$ cat src/rtl/alu_op_sequencer_pkg.sv
// alu_op_sequencer_pkg: command layout, unit/op codes and FSM states shared by the sequencer
package alu_op_sequencer_pkg;
   typedef enum logic [1:0] {UNIT_CALC, UNIT_MANIP, UNIT_LOGIC, UNIT_MOVE} unit_e;
   typedef enum logic [1:0] {S_IDLE, S_READ, S_EXEC, S_WB} state_e;
   localparam logic [2:0] OP_DIV = 3'b011;
   localparam logic [2:0] OP_REM = 3'b100;
   typedef struct packed {
      unit_e      unit;
      logic [2:0] op;
      logic [1:0] src_a;
      logic [1:0] src_b;
      logic [1:0] dst;
      logic       use_imm;
      logic [1:0] rsvd;
   } cmd_t;
   function automatic logic div_like(input logic [2:0] op);
      return op == OP_DIV || op == OP_REM;
   endfunction
endpackage

$ cat src/rtl/alu_op_sequencer_if.sv
// alu_op_sequencer_if: requester handshake and shared integer-unit buses
interface alu_op_sequencer_if #(parameter int DATA_W = 16, parameter int CMD_W = 14);
   logic [1:0]          req_valid;
   logic [1:0]          req_ready;
   logic [2*CMD_W-1:0]  req_cmd;
   logic [2*DATA_W-1:0] req_imm;
   logic [1:0]          rsp_valid;
   logic [DATA_W-1:0]   rsp_data;
   logic                rsp_err;
   logic [2:0]          unit_op;
   logic [DATA_W-1:0]   unit_opa;
   logic [DATA_W-1:0]   unit_opb;
   logic [DATA_W-1:0]   calc_out;
   logic [DATA_W-1:0]   manip_out;
   logic [DATA_W-1:0]   logic_out;
   modport master (output req_valid, req_cmd, req_imm, calc_out, manip_out, logic_out,
                   input req_ready, rsp_valid, rsp_data, rsp_err, unit_op, unit_opa, unit_opb);
   modport slave (input req_valid, req_cmd, req_imm, calc_out, manip_out, logic_out,
                  output req_ready, rsp_valid, rsp_data, rsp_err, unit_op, unit_opa, unit_opb);
endinterface

$ cat src/rtl/alu_op_sequencer_rr_arb2.sv
// rr_arb2: two-requester round-robin grant, pointer advanced when a transaction completes
module rr_arb2 (
   input  logic       clk,
   input  logic       rst,
   input  logic [1:0] req_i,
   input  logic       en_i,
   input  logic       last_i,
   output logic [1:0] gnt_o
);
   logic ptr_q;
   // pointer favours the requester that was not just served
   always_ff @(posedge clk or negedge rst) begin
      if (!rst) ptr_q <= 1'b0;
      else if (en_i) ptr_q <= ~last_i;
   end
   // a lone requester wins outright; contention is settled by the pointer
   always_comb gnt_o = &req_i ? (ptr_q ? 2'b10 : 2'b01) : req_i;
endmodule

$ cat src/rtl/alu_op_sequencer.sv
// alu_op_sequencer: arbitrates two command sources onto the shared integer units with a 4-entry register file
module alu_op_sequencer import alu_op_sequencer_pkg::*; #(
   parameter int DATA_W   = 16,
   parameter int UNIT_LAT = 1,
   parameter int CMD_W    = 14
) (
   input  logic                clk,
   input  logic                rst,
   alu_op_sequencer_if.slave   bus,
   output logic                busy,
   input  logic [1:0]          dbg_sel,
   output logic [DATA_W-1:0]   dbg_data
);
   localparam int CNT_W = $clog2(UNIT_LAT + 1);
   state_e              state_q, state_d;
   cmd_t                cmd_q;
   logic [DATA_W-1:0]   imm_q, opa_q, opb_q, rsp_data_q, res;
   logic [DATA_W-1:0]   rf_q [4];
   logic [2:0]          op_q;
   logic [CNT_W-1:0]    cnt_q;
   logic [1:0]          gnt;
   logic                g_q, rsp_err_q, err, accept;

   rr_arb2 u_arb (
      .clk    (clk),
      .rst    (rst),
      .req_i  (bus.req_valid),
      .en_i   (state_q == S_WB),
      .last_i (g_q),
      .gnt_o  (gnt)
   );

   assign accept       = state_q == S_IDLE && |gnt;
   assign bus.unit_op  = op_q;
   assign bus.unit_opa = opa_q;
   assign bus.unit_opb = opb_q;
   assign dbg_data     = rf_q[dbg_sel];

   // state register
   always_ff @(posedge clk or negedge rst) begin
      if (!rst) state_q <= S_IDLE;
      else state_q <= state_d;
   end

   // next state: moves skip the unit wait, EXEC leaves when the latency counter expires
   always_comb begin
      state_d = state_q;
      case (state_q)
         S_IDLE:  state_d = accept ? S_READ : S_IDLE;
         S_READ:  state_d = cmd_q.unit == UNIT_MOVE ? S_WB : S_EXEC;
         S_EXEC:  state_d = cnt_q == '0 ? S_WB : S_EXEC;
         default: state_d = S_IDLE;
      endcase
   end

   // result select, error detection and handshake/response outputs
   always_comb begin
      res = '0;
      err = 1'b0;
      case (cmd_q.unit)
         UNIT_CALC: begin
            err = div_like(cmd_q.op) && opb_q == '0;
            res = err ? '0 : bus.calc_out;
         end
         UNIT_MANIP: res = bus.manip_out;
         UNIT_LOGIC: res = bus.logic_out;
         default: begin
            err = cmd_q.op > 3'd1;
            res = cmd_q.op == 3'd0 ? imm_q : (cmd_q.op == 3'd1 ? rf_q[cmd_q.src_a] : '0);
         end
      endcase
      busy          = state_q != S_IDLE;
      bus.req_ready = state_q == S_IDLE ? gnt : 2'b00;
      bus.rsp_valid = state_q == S_WB ? {g_q, ~g_q} : 2'b00;
      bus.rsp_data  = state_q == S_WB ? res : rsp_data_q;
      bus.rsp_err   = state_q == S_WB ? err : rsp_err_q;
   end

   // datapath: capture on accept, load unit buses in READ, count latency, write back in WB
   always_ff @(posedge clk or negedge rst) begin
      if (!rst) begin
         g_q        <= 1'b0;
         cmd_q      <= '0;
         imm_q      <= '0;
         op_q       <= '0;
         opa_q      <= '0;
         opb_q      <= '0;
         cnt_q      <= '0;
         rsp_data_q <= '0;
         rsp_err_q  <= 1'b0;
         for (int i = 0; i < 4; i++) rf_q[i] <= '0;
      end else begin
         if (accept) begin
            g_q   <= gnt[1];
            cmd_q <= cmd_t'(gnt[1] ? bus.req_cmd[2*CMD_W-1:CMD_W] : bus.req_cmd[CMD_W-1:0]);
            imm_q <= gnt[1] ? bus.req_imm[2*DATA_W-1:DATA_W] : bus.req_imm[DATA_W-1:0];
         end
         if (state_q == S_READ) begin
            op_q  <= cmd_q.op;
            opa_q <= rf_q[cmd_q.src_a];
            opb_q <= cmd_q.use_imm ? imm_q : rf_q[cmd_q.src_b];
            cnt_q <= CNT_W'(UNIT_LAT - 1);
         end
         if (state_q == S_EXEC && cnt_q != '0) cnt_q <= cnt_q - 1'b1;
         if (state_q == S_WB) begin
            rsp_data_q <= res;
            rsp_err_q  <= err;
            if (!err) rf_q[cmd_q.dst] <= res;
         end
      end
   end
endmodule

$ cat src/flat_wrapper.sv
// flat-port wrapper written by rule: the top's interface ports become plain ports
module alu_op_sequencer_flat import alu_op_sequencer_pkg::*;
#(
   parameter int DATA_W   = 16,
   parameter int UNIT_LAT = 1,
   parameter int CMD_W    = 14
)
  (clk, rst, busy, dbg_sel, dbg_data, bus_req_valid, bus_req_cmd, bus_req_imm, bus_calc_out, bus_manip_out, bus_logic_out, bus_req_ready, bus_rsp_valid, bus_rsp_data, bus_rsp_err, bus_unit_op, bus_unit_opa, bus_unit_opb);
  alu_op_sequencer_if #(.DATA_W(DATA_W), .CMD_W(CMD_W)) bus_i ();
  input  logic clk;
  input  logic rst;
  output logic busy;
  input  logic [1:0] dbg_sel;
  output logic [DATA_W-1:0] dbg_data;
  input wire logic [$bits(bus_i.req_valid)-1:0] bus_req_valid;
  input wire logic [$bits(bus_i.req_cmd)-1:0] bus_req_cmd;
  input wire logic [$bits(bus_i.req_imm)-1:0] bus_req_imm;
  input wire logic [$bits(bus_i.calc_out)-1:0] bus_calc_out;
  input wire logic [$bits(bus_i.manip_out)-1:0] bus_manip_out;
  input wire logic [$bits(bus_i.logic_out)-1:0] bus_logic_out;
  output wire logic [$bits(bus_i.req_ready)-1:0] bus_req_ready;
  output wire logic [$bits(bus_i.rsp_valid)-1:0] bus_rsp_valid;
  output wire logic [$bits(bus_i.rsp_data)-1:0] bus_rsp_data;
  output wire logic [$bits(bus_i.rsp_err)-1:0] bus_rsp_err;
  output wire logic [$bits(bus_i.unit_op)-1:0] bus_unit_op;
  output wire logic [$bits(bus_i.unit_opa)-1:0] bus_unit_opa;
  output wire logic [$bits(bus_i.unit_opb)-1:0] bus_unit_opb;
  assign bus_i.req_valid = bus_req_valid;
  assign bus_i.req_cmd = bus_req_cmd;
  assign bus_i.req_imm = bus_req_imm;
  assign bus_i.calc_out = bus_calc_out;
  assign bus_i.manip_out = bus_manip_out;
  assign bus_i.logic_out = bus_logic_out;
  assign bus_req_ready = bus_i.req_ready;
  assign bus_rsp_valid = bus_i.rsp_valid;
  assign bus_rsp_data = bus_i.rsp_data;
  assign bus_rsp_err = bus_i.rsp_err;
  assign bus_unit_op = bus_i.unit_op;
  assign bus_unit_opa = bus_i.unit_opa;
  assign bus_unit_opb = bus_i.unit_opb;
  alu_op_sequencer #(.DATA_W(DATA_W), .UNIT_LAT(UNIT_LAT), .CMD_W(CMD_W)) u_core (.clk(clk), .rst(rst), .bus(bus_i), .busy(busy), .dbg_sel(dbg_sel), .dbg_data(dbg_data));
endmodule
$ cat config.mk
export PLATFORM = sky130hd
export DESIGN_NAME = alu_op_sequencer_flat
export DESIGN_NICKNAME = d
export VERILOG_FILES = /design/src/rtl/alu_op_sequencer_pkg.sv /design/src/rtl/alu_op_sequencer_if.sv /design/src/rtl/alu_op_sequencer_rr_arb2.sv /design/src/rtl/alu_op_sequencer.sv /design/src/flat_wrapper.sv
export SDC_FILE = /design/constraint.sdc
export NUM_CORES = 1
export LEC_CHECK = 0
export ABC_AREA = 1
export ABC_CLOCK_PERIOD_IN_PS = 2100
export CORE_UTILIZATION = 30
export DETAILED_ROUTE_END_ITERATION = 10
export HOLD_SLACK_MARGIN = 0.1
export SETUP_SLACK_MARGIN = 0.5
export SYNTH_ARGS = -nofsm -noshare
export SYNTH_HDL_FRONTEND = slang
export SYNTH_SLANG_ARGS = --single-unit
export TNS_END_PERCENT = 1
$ cat constraint.sdc
create_clock -name clk -period 2.1 [get_ports clk]
set_clock_uncertainty 0.05 [all_clocks]
set_input_delay 0.525 -clock clk [delete_from_list [all_inputs] [get_ports clk]]
set_output_delay 0.525 -clock clk [all_outputs]
set_load 0.01 [all_outputs]
# Word level (Yosys, flattened, before mapping)
# Cells that the tools add are included.
# classes
n_lt_le_gt_ge	6
n_bitwise	6
mux	32
n_reduce_logical	15
n_eq_ne	9
n_addsub	1
# op_table
cell	count
2-to-1 mux 16 bit	13
binary-select mux 16 bit (select 2 bit)	3
bitwise mux 64 bit	1
case mux 16 bit (3 select lines)	1
demux 16 bit (select 2 bit)	1
logical NOT 16 bit	1
2-to-1 mux 14 bit	1
greater-or-equal comparator 3 bit, second input constant	4
NOT 2 -> 3 bit	4
== test 2 bit, second input constant	4
2-to-1 mux 2 bit	4
2-to-1 mux 1 bit	6
case mux 2 bit (3 select lines)	1
== test 2 x 1 -> 1 bit, second input constant	2
logical AND 1 bit	4
logical NOT 2 bit	2
AND reduction 2 bit	2
nonzero test 2 bit	2
OR reduction 2 bit	2
== test 3 x 1 -> 1 bit, second input constant	1
== test 3 x 2 -> 1 bit, second input constant	1
== test 3 bit, second input constant	1
greater-than comparator 3 x 1 -> 1 bit, second input constant	1
logical NOT 3 bit	1
other kinds (5)	6
# totals
register_bits	149
elab_cells	89
output_inout_bits	73
in_bits	114

# Logic depth before layout (Yosys ltp)
# Gate-level depths: netlist of run 1.
# logic_depth
ltp_word	8
depth_mapped	11
depth_no_buf	9

# Hierarchy
# A second synthesis of run 1 with hierarchy kept.
# hier_totals
cells_unflattened	1231
hier_area_um2	8524.4
# modules_own_cells
module	n_inst	area_per_inst_um2	cells_per_inst	seq_area_each_um2
alu_op_sequencer	1	8459.4	1220	3703.6
rr_arb2	1	65.1	11	25.0

# Worst setup path after synthesis of run 1
# Ideal clock, no wire load.
# synth_timing
path_type	register to output
from	register u_core.opb_q[11], in the netlist u_core.bus.unit_opb[11]
to	output bus_rsp_data[14]
path_buffers	1
required_time_ns	1.525
t_arrival_ns	1.491
path_stages_with_launch	10
path_slack_ns	0.034
cell_sequence	dfrtp_1 -> nor2_1 -> nand2_1 -> nor2_1 -> nand3_2 -> buf_2 -> nand2_1 -> nand3b_2 -> nand2_1 -> nand2_1
# synth_between
elab_chain_len	5
# synth_rtl
item	line	source
start: declaration	alu_op_sequencer.sv:17	logic [DATA_W-1:0] imm_q, opa_q, opb_q, rsp_data_q, res;
start signal: assignment	alu_op_sequencer.sv:101	opb_q <= cmd_q.use_imm ? imm_q : rf_q[cmd_q.src_b];
logical NOT 16 bit	alu_op_sequencer.sv:62	err = div_like(cmd_q.op) && opb_q == '0;
logical AND 1 bit	alu_op_sequencer.sv:62	
2-to-1 mux 16 bit	alu_op_sequencer.sv:63	res = err ? '0 : bus.calc_out;
case mux 16 bit (3 select lines)	alu_op_sequencer.sv:60	case (cmd_q.unit)
2-to-1 mux 16 bit	alu_op_sequencer.sv:75	bus.rsp_data = state_q == S_WB ? res : rsp_data_q;
end: declaration	flat_wrapper.sv:23	output wire logic [$bits(bus_i.rsp_data)-1:0] bus_rsp_data;
# Every way passes these cells.

# Final worst setup path of run 1
# layout_timing
from	register u_core.cmd_q[7] (netlist bit)
to	output bus_rsp_data[14]
# layout_between
elab_chain_len	8
# layout_rtl
item	line	source
start: declaration	alu_op_sequencer.sv:16	cmd_t cmd_q;
start signal: assignment	alu_op_sequencer.sv:95	cmd_q <= cmd_t'(gnt[1] ? bus.req_cmd[2*CMD_W-1:CMD_W] : bus.req_cmd[CMD_W-1:0]);
NOT 2 -> 3 bit (not written as such)	alu_op_sequencer.sv:69	res = cmd_q.op == 3'd0 ? imm_q : (cmd_q.op == 3'd1 ? rf_q[cmd_q.src_a] : '0);
binary-select mux 16 bit (select 2 bit)	alu_op_sequencer.sv:69	
2-to-1 mux 16 bit (not written as such) (2 in series)	alu_op_sequencer.sv:69	
2-to-1 mux 16 bit (2 in series)	alu_op_sequencer.sv:69	
case mux 16 bit (3 select lines)	alu_op_sequencer.sv:60	
2-to-1 mux 16 bit	alu_op_sequencer.sv:75	
# Every way passes these cells. The select of a mux whose other input is x is not followed.

==> insert_results.sql, run 1 <==
INSERT INTO impl_metrics (metric_group, metric, value, unit) VALUES
('status', 'status', 'finished, violations left', ''),
('status', 'violations_in_the_final_reports', 'setup timing', ''),
('yosys', 'synth.most_common_cell', 'sky130_fd_sc_hd__nand2_1', ''),
('hold_path', 'hold_depth', '2', ''),
('critical_path', 'required', '1520', 'ps'),
('cells_and_area', 'finalNetCount', '1683', ''),
('placement', 'dp_hpwl', '24.8', 'mm'),
('yosys', 'synth-edff-count', '0', ''),
('power', 'static_leak', '7.02', 'nW'),
('detailed_routing', 'drt_wl_total', '35.3', 'mm'),
('sta', 'timing.final.crit_share', '1.30', ''),
('global_routing', 'initial_antenna_violation_count', '0', ''),
('yosys', 'synthesis.nets', '1292', ''),
('floorplanning', 'die_height', '170', 'um'),
('clock_network', 'clock_network_latency_to_the_later_pin_of_the_worst_skew_pair', '430', 'ps'),
('sta', 'setup_total_negative_slack', '-9270', 'ps'),
('detailed_routing', 'detail_route.iter0.violations', '767', ''),
('global_routing', 'grt_residual_overflow', '0', ''),
('placement', 'gp_congestion', '0.879', ''),
('sta', 'maxClockFrequency', '366', 'MHz'),
('critical_path', 'cpPeakStageDelay', '480', 'ps'),
('critical_path', 'critical_path.slowest_cell', 'sky130_fd_sc_hd__dfrtp_2', ''),
('placement', 'io_buffers', '182', ''),
('critical_path', 'worst_setup_path_start_kind', 'register', ''),
('cells_and_area', 'fillerInstances', '2580', ''),
('yosys', 'synth_largest_type_area_fraction', '0.442', ''),
('yosys', 'synth_top_cell_by_area', 'sky130_fd_sc_hd__dfrtp_1', ''),
('clock_network', 'clockBufferDepth', '2', ''),
('run', 'max-cap-violations', '0', ''),
('sta', 'finalSetupViolations', '19', ''),
('sta', 'min_period', '2730', 'ps'),
('floorplanning', 'floorplan.die.width', '170', 'um'),
('yosys', 'synth_adder_area_share', '0.00742', ''),
('detailed_routing', 'number_of_nets_still_failing_antenna_checks_after_routing', '0', ''),
('critical_path', 'worstSetupPathType', 'register to output port', ''),
('power', 'power.density_cell_area', '1680', 'mW/mm2'),
('sta', 'hold_ws', '424', 'ps'),
('detailed_routing', 'detailedRoute.firstPassIterationCount', '7', ''),
('yosys', 'ys_async_sr_fraction', '1.00', ''),
('critical_path', 'worst_setup_path_end_kind', 'output port', ''),
('critical_path', 'endpoint_of_the_worst_register_to_register_path', 'u_core.bus.unit_opa[14]$_DFFE_PN0P_', ''),
('yosys', 'synth_seq_cells', '149', ''),
('global_routing', 'via_count_of_the_first_global_routing_pass', '9529', ''),
('floorplanning', 'core_region_area', '0.0277', 'mm2'),
('hold_path', 'worstHoldEndpoint', 'u_core.rsp_data_q[2]$_DFF_PN0_', ''),
('floorplanning', 'rows', '61', ''),
('yosys', 'mappedNetlistArea', '0.00843', 'mm2'),
('yosys', 'muxShareOfSynthArea', '0.0332', ''),
('critical_path', 'worst_r2r_startpoint', 'u_core.cmd_q[7]$_DFFE_PN0P_', ''),
('detailed_routing', 'drt_drc_violations_left', '0', ''),
('hold_path', 'min_path_type', 'register to register', ''),
('sta', 'grt_setup_unrepaired', 'true', ''),
('global_routing', 'grt_first_pass_wirelength', '53.8', 'mm'),
('yosys', 'netlist_top_cells_count', 'sky130_fd_sc_hd__nand2_1, sky130_fd_sc_hd__dfrtp_1, sky130_fd_sc_hd__nor2_1', ''),
('cells_and_area', 'fin_area', '0.0143', 'mm2'),
('clock_network', 'clock_tree.root_cell', 'sky130_fd_sc_hd__clkbuf_16', ''),
('sta', 'finalHoldViolations', '0', ''),
('sta', 'drv_slew', '0', ''),
('clock_network', 'clock_sink_count', '149', ''),
('sta', 'worst_slack', '-632', 'ps'),
('critical_path', 'timing.critical_path.arrival', '2160', 'ps'),
('yosys', 'synth_compound_gate_area_share', '0.115', ''),
('critical_path', 'reg2reg_setup_slack', '-510', 'ps'),
('yosys', 'yosys.area_share.xor_xnor', '0', ''),
('detailed_routing', 'detail_route.wl_per_cell', '18.0', 'um'),
('placement', 'placed_cell_area', '0.0126', 'mm2'),
('critical_path', 'timing.reg2reg.worst_path_depth', '18', ''),
('critical_path', 'cpMostUsedCell', 'sky130_fd_sc_hd__nand2_2', ''),
('clock_network', 'numCtsBuffers', '17', ''),
('yosys', 'synth_top_family_by_area', 'simple AND/OR/NAND/NOR gates', ''),
('hold_path', 'timing.hold.worst.start', 'u_core.rsp_data_q[2]$_DFF_PN0_', '');
## per-stage QoR
step | instances | utilization | setup WS (ps)
after global placement | 1883 | 0.453 | -775
after floorplan | 1173 | - | 147
final | 1955 | 0.518 | -632
after global routing | 1955 | 0.518 | -689
after detailed placement | 1883 | 0.453 | -774
after CTS | 1946 | 0.498 | -537
## logic make-up (layout without fill, tap and decap cells)
logic type                 after synthesis  after routing
AOI/OAI and AO/OA                      181            181
adders and majority gates                5              5
buffers and inverters                  123            527
DFF                                    149            149
muxes                                   28             28
and+or+nand+nor                        687            687
## critical path, delay by kind of cell (launching register included)
kind / cells / cell delay, ps
DFF: 1 / 480
buffers and inverters: 4 / 550
and+or+nand+nor: 8 / 690
## area by class of cell
class | instances | area (um2) | area share
Clock buffer | 18 | 439 | 0.0306
Tap cell | 378 | 473 | 0.0330
Inverter | 56 | 220 | 0.0153
Clock inverter | 14 | 176 | 0.0123
Multi-Input combinational cell | 901 | 5100 | 0.355
Timing Repair Buffer | 439 | 4210 | 0.293
Sequential cell | 149 | 3730 | 0.260
## how the worst max path moves through the flow
stage / startpoint / to / slack, ps / cells after the start
final: u_core.cmd_q[7]$_DFFE_PN0P_ / bus_rsp_data[14] / -630 / 12
after global routing: u_core.cmd_q[7]$_DFFE_PN0P_ / bus_rsp_data[14] / -690 / 13
after CTS: u_core.cmd_q[7]$_DFFE_PN0P_ / bus_rsp_data[12] / -540 / 12
after detailed placement: dbg_sel[0] / dbg_data[6] / -770 / 6
after global placement: dbg_sel[0] / dbg_data[6] / -780 / 6
after floorplan: u_core.bus.unit_opb[14]$_DFFE_PN0P_ / bus_rsp_data[14] / 150 / 9
## sequential cells by signal, summed over array words and instances (netlist names)
signal and flops:
u_core.bus.unit_op 3, u_core.bus.unit_opa 16, u_core.bus.unit_opb 16, u_core.cmd_q 12
u_core.cnt_q 1, u_core.g_q 1, u_core.imm_q 16, u_core.rf_q 64
u_core.rsp_data_q 16, u_core.rsp_err_q 1, u_core.state_q 2, u_core.u_arb.ptr_q 1
## layout by cell type (no fill, tap or decap), types with 23 or more instances in the layout
| cell | synthesis | layout |
|---|---|---|
| sky130_fd_sc_hd__buf_4 | 8 | 176 |
| sky130_fd_sc_hd__a21oi_1 | 32 | 31 |
| sky130_fd_sc_hd__dfrtp_1 | 149 | 145 |
| sky130_fd_sc_hd__nand3_2 | 1 | 37 |
| sky130_fd_sc_hd__nand3_1 | 84 | 39 |
| sky130_fd_sc_hd__buf_6 | 1 | 70 |
| sky130_fd_sc_hd__nand2_2 | 0 | 66 |
| sky130_fd_sc_hd__inv_1 | 50 | 40 |
| sky130_fd_sc_hd__mux2i_1 | 28 | 27 |
| sky130_fd_sc_hd__o21ai_2 | 1 | 23 |
| sky130_fd_sc_hd__o21ai_0 | 107 | 55 |
| sky130_fd_sc_hd__buf_2 | 18 | 36 |
| sky130_fd_sc_hd__nor2_1 | 114 | 105 |
| sky130_fd_sc_hd__clkdlybuf4s50_1 | 0 | 105 |
| sky130_fd_sc_hd__nand2_1 | 460 | 379 |
| sky130_fd_sc_hd__o21ai_1 | 5 | 34 |
| sky130_fd_sc_hd__buf_12 | 0 | 32 |
## layer usage
| metal | vias to the layer above | track usage | share of wire |
|---|---|---|---|
| met4 | 0 | 0.0803 | 0.024 |
| met2 | 410 | 0.389 | 0.46 |
| met3 | 60 | 0.0625 | 0.082 |
| met1 | 4580 | 0.336 | 0.43 |
| met5 | - | 0 | 0 |
| li1 | 4570 | - | - |
## timing repair
item,in CTS,in global routing
pin swaps,39,42
cloned,3,0
setup endpoints to repair,181,182
setup buffers,27,9
hold buffers,1,0
resized for setup,454,166
hold endpoints to repair,43,0
## power by group
group | leakage (nW) | switching (mW) | total (mW) | internal (mW)
logic | 4.93 | 8.18 | 15.6 | 7.42
registers | 1.81 | 1.01 | 5.32 | 4.31
clock network | 0.286 | 1.33 | 3.24 | 1.91
total | 7.02 | 10.5 | 24.2 | 13.6
(Power assumes the default switching activity.)
==> run 2, diff against run 1 <==
--- a/config.mk
+++ b/config.mk
@@ -7,7 +7,8 @@
 export LEC_CHECK = 0
 export ABC_AREA = 1
 export ABC_CLOCK_PERIOD_IN_PS = 2100
-export CORE_UTILIZATION = 30
+export CAP_MARGIN = 40
+export CORE_UTILIZATION = 35
 export DETAILED_ROUTE_END_ITERATION = 10
 export HOLD_SLACK_MARGIN = 0.1
 export SETUP_SLACK_MARGIN = 0.5
==> insert_results.sql, run 2 (synthesis gave the netlist of run 1 again) <==
INSERT INTO impl_metrics (metric_group, metric, value, unit) VALUES
('cells_and_area', 'finalNetCount', '1667', ''),
('sta', 'timing.final.crit_share', '1.23', ''),
('sta', 'min_period', '2580', 'ps'),
('critical_path', 'worst_setup_path_end_kind', 'output port', ''),
('critical_path', 'required', '1520', 'ps'),
('critical_path', 'timing.critical_path.fanout_max', '15', ''),
('placement', 'placed_cell_area', '0.0123', 'mm2'),
('critical_path', 'timing.reg2reg.worst_path_depth', '19', ''),
('cells_and_area', 'area.growth.synth_to_final', '66.4', '%'),
('cells_and_area', 'fin_area', '0.0140', 'mm2'),
('detailed_routing', 'drt_wl_total', '33.3', 'mm'),
('power', 'total_switching_power', '10.3', 'mW'),
('sta', 'worst_slack', '-477', 'ps'),
('detailed_routing', 'via_count', '9587', ''),
('sta', 'hold_ws', '418', 'ps'),
('floorplanning', 'die_area', '0.0247', 'mm2'),
('power', 'switching_share', '0.443', ''),
('placement', 'io_buffers', '182', ''),
('global_routing', 'groute.usage.overall', '0.277', ''),
('clock_network', 'cts.htree.levels', '4', ''),
('detailed_routing', 'detail_route.wl_per_cell', '17.7', 'um'),
('cells_and_area', 'fillerInstances', '2152', ''),
('run', 'max-cap-violations', '0', ''),
('critical_path', 'worst_r2r_startpoint', 'u_core.cmd_q[7]$_DFFE_PN0P_', ''),
('cells_and_area', 'ff_latch_area', '0.00373', 'mm2'),
('detailed_routing', 'detailedRoute.firstPassIterationCount', '6', ''),
('sta', 'finalHoldViolations', '0', ''),
('cells_and_area', 'post_route_cells_drive_above_1_share', '0.366', ''),
('status', 'violations_in_the_final_reports', 'setup timing', ''),
('clock_network', 'clockBufferDepth', '2', ''),
('critical_path', 'cp-endpoint', 'bus_rsp_data[7]', ''),
('power', 'power_report.internal_total', '13.0', 'mW'),
('clock_network', 'clock_tree.root_cell', 'sky130_fd_sc_hd__clkbuf_16', ''),
('cells_and_area', 'mostFrequentLayoutCells', 'sky130_fd_sc_hd__nand2_1, sky130_fd_sc_hd__buf_4, sky130_fd_sc_hd__dfrtp_1, sky130_fd_sc_hd__nor2_1, sky130_fd_sc_hd__clkdlybuf4s50_1', ''),
('power', 'report.power.total', '23.3', 'mW'),
('critical_path', 'worstSetupPathType', 'register to output port', ''),
('power', 'power.density_cell_area', '1660', 'mW/mm2'),
('critical_path', 'reg2reg_setup_slack', '-390', 'ps'),
('sta', 'drv_slew', '0', ''),
('sta', 'maxClockFrequency', '388', 'MHz'),
('cells_and_area', 'multi_input_area', '0.00510', 'mm2'),
('detailed_routing', 'drt_drc_violations_left', '0', ''),
('global_routing', 'grt_first_pass_wirelength', '51.2', 'mm'),
('clock_network', 'numCtsBuffers', '17', ''),
('global_routing', 'via_count_of_the_first_global_routing_pass', '9241', ''),
('floorplanning', 'io_pins', '187', ''),
('critical_path', 'timing.critical_path.arrival', '2000', 'ps'),
('global_routing', 'grt_residual_overflow', '0', ''),
('detailed_routing', 'vias_per_cell', '5.10', ''),
('power', 'pwr-share-seq', '0.227', ''),
('floorplanning', 'floorplan.initialDensity', '0.358', ''),
('sta', 'grt_setup_unrepaired', 'true', ''),
('floorplanning', 'floorplan.die.width', '157', 'um'),
('clock_network', 'clock_sink_count', '149', ''),
('cells_and_area', 'registers.top_by_ff_count', 'u_core.rf_q', ''),
('power', 'static_leak', '7.07', 'nW'),
('power', 'comb_power_share', '0.640', ''),
('placement', 'gp_congestion', '0.907', ''),
('critical_path', 'endpoint_of_the_worst_register_to_register_path', 'u_core.rf_q[35]$_DFFE_PN0P_', ''),
('cells_and_area', 'postLayoutCoreUtil', '0.596', ''),
('floorplanning', 'core_region_area', '0.0235', 'mm2'),
('placement', 'dp_hpwl', '23.5', 'mm'),
('sta', 'timing.slew.headroom', '0.647', ''),
('cells_and_area', 'largest_reg_flops', '64', ''),
('critical_path', 'worst_setup_path_start_kind', 'register', ''),
('hold_path', 'min_path_type', 'register to register', ''),
('power', 'vdd_ir_drop_max', '0.853', 'mV'),
('cells_and_area', 'insertedDiodeCount', '0', ''),
('sta', 'timing_worst_slew_pin_value', '529', 'ps'),
('hold_path', 'hold_depth', '2', ''),
('cells_and_area', 'layout_commonest_cell', 'sky130_fd_sc_hd__nand2_1', ''),
('detailed_routing', 'number_of_nets_still_failing_antenna_checks_after_routing', '0', ''),
('detailed_routing', 'detail_route.iter0.violations', '883', ''),
('global_routing', 'initial_antenna_violation_count', '0', ''),
('status', 'status', 'finished, violations left', ''),
('floorplanning', 'rows', '56', ''),
('clock_network', 'clock_network_latency_to_the_later_pin_of_the_worst_skew_pair', '430', 'ps'),
('clock_network', 'cts.clk_slew.worst_paths', '60', 'ps'),
('global_routing', 'grt_max_degree', '79', ''),
('power', 'power_frac_clock', '0.133', ''),
('sta', 'finalSetupViolations', '27', ''),
('clock_network', 'tritoncts', 'yes', ''),
('floorplanning', 'die_height', '157', 'um'),
('critical_path', 'worstSetupStartpoint', 'u_core.cmd_q[7]$_DFFE_PN0P_', '');
==> run 2: cell type report <==
class | instances | share of cell area
Multi-Input combinational cell | 901 | 0.363
Timing Repair Buffer | 423 | 0.286
Sequential cell | 149 | 0.266
Clock buffer | 19 | 0.0316
Tap cell | 319 | 0.0284
Inverter | 56 | 0.0150
Clock inverter | 13 | 0.0104
==> run 2: how the worst min path moves through the flow <==
stage                                               start                                 to  slack [ps]
final                     u_core.rsp_data_q[14]$_DFF_PN0_    u_core.rsp_data_q[14]$_DFF_PN0_         420
after global routing      u_core.rsp_data_q[14]$_DFF_PN0_    u_core.rsp_data_q[14]$_DFF_PN0_         440
after CTS                 u_core.rsp_data_q[14]$_DFF_PN0_    u_core.rsp_data_q[14]$_DFF_PN0_         420
after detailed placement                              rst        u_core.rf_q[56]$_DFFE_PN0P_         350
after global placement                                rst        u_core.rf_q[56]$_DFFE_PN0P_         350
after floorplan                                       rst  u_core.bus.unit_op[0]$_DFFE_PN0P_         180
==> run 2: stage by stage <==
stage / std cells / setup TNS, ps / worst slack (ps)
5_1_grt: 1880 / -11780 / -562
4_1_cts: 1871 / -14930 / -499
3_3_place_gp: 1812 / -34370 / -679
6_report: 1880 / -9220 / -477
3_5_place_dp: 1813 / -22530 / -689
2_1_floorplan: 1173 / 0 / 147
==> run 2: critical path, stage by stage (launching register included) <==
cell                       delay, ps
sky130_fd_sc_hd__dfrtp_1         430
sky130_fd_sc_hd__buf_6           170
sky130_fd_sc_hd__buf_12          150
sky130_fd_sc_hd__nand2_1          60
sky130_fd_sc_hd__nand3_1         140
sky130_fd_sc_hd__nand3_2         120
sky130_fd_sc_hd__nand2_1          70
sky130_fd_sc_hd__nand2_2          80
sky130_fd_sc_hd__nand3b_4        100
sky130_fd_sc_hd__nand2_2          70
sky130_fd_sc_hd__nand2_2          50
sky130_fd_sc_hd__buf_2           130
==> run 2: power by group through the flow <==
stage | clock, mW | combinational, mW | sequential (mW)
floorplan | 0 | 5.70 | 5.36
global placement | 0 | 12.7 | 5.18
detailed placement | 0 | 12.8 | 5.19
CTS | 3.14 | 13.7 | 5.21
global route | 3.27 | 16.1 | 5.41
finish | 3.11 | 14.9 | 5.28
==> run 2: timing repair <==
action,in CTS,in global routing
gates cloned,2,0
hold buffers,1,0
endpoints found under the hold margin,20,0
setup buffers,23,9
gates resized for setup,404,185
pin swaps,23,52
endpoints found under the setup margin,187,189
==> run 2: layer usage <==
metal,GRT usage,part of all wire,vias to the layer above,wire length [um]
met5,0,0,-,0
met4,0.0897,0.024,0,793
met3,0.0719,0.095,57,3180
met2,0.433,0.46,460,15300
met1,0.373,0.42,4515,14100
li1,-,-,4555,-
==> run 3, diff against run 2 <==
--- a/config.mk
+++ b/config.mk
@@ -7,7 +7,7 @@
 export LEC_CHECK = 0
 export ABC_AREA = 1
 export ABC_CLOCK_PERIOD_IN_PS = 2100
-export CAP_MARGIN = 40
+export CAP_MARGIN = 25
 export CORE_UTILIZATION = 35
 export DETAILED_ROUTE_END_ITERATION = 10
 export HOLD_SLACK_MARGIN = 0.1
==> results of run 3 <==
The final DEF is identical to that of run 2; final timing and power are the same.
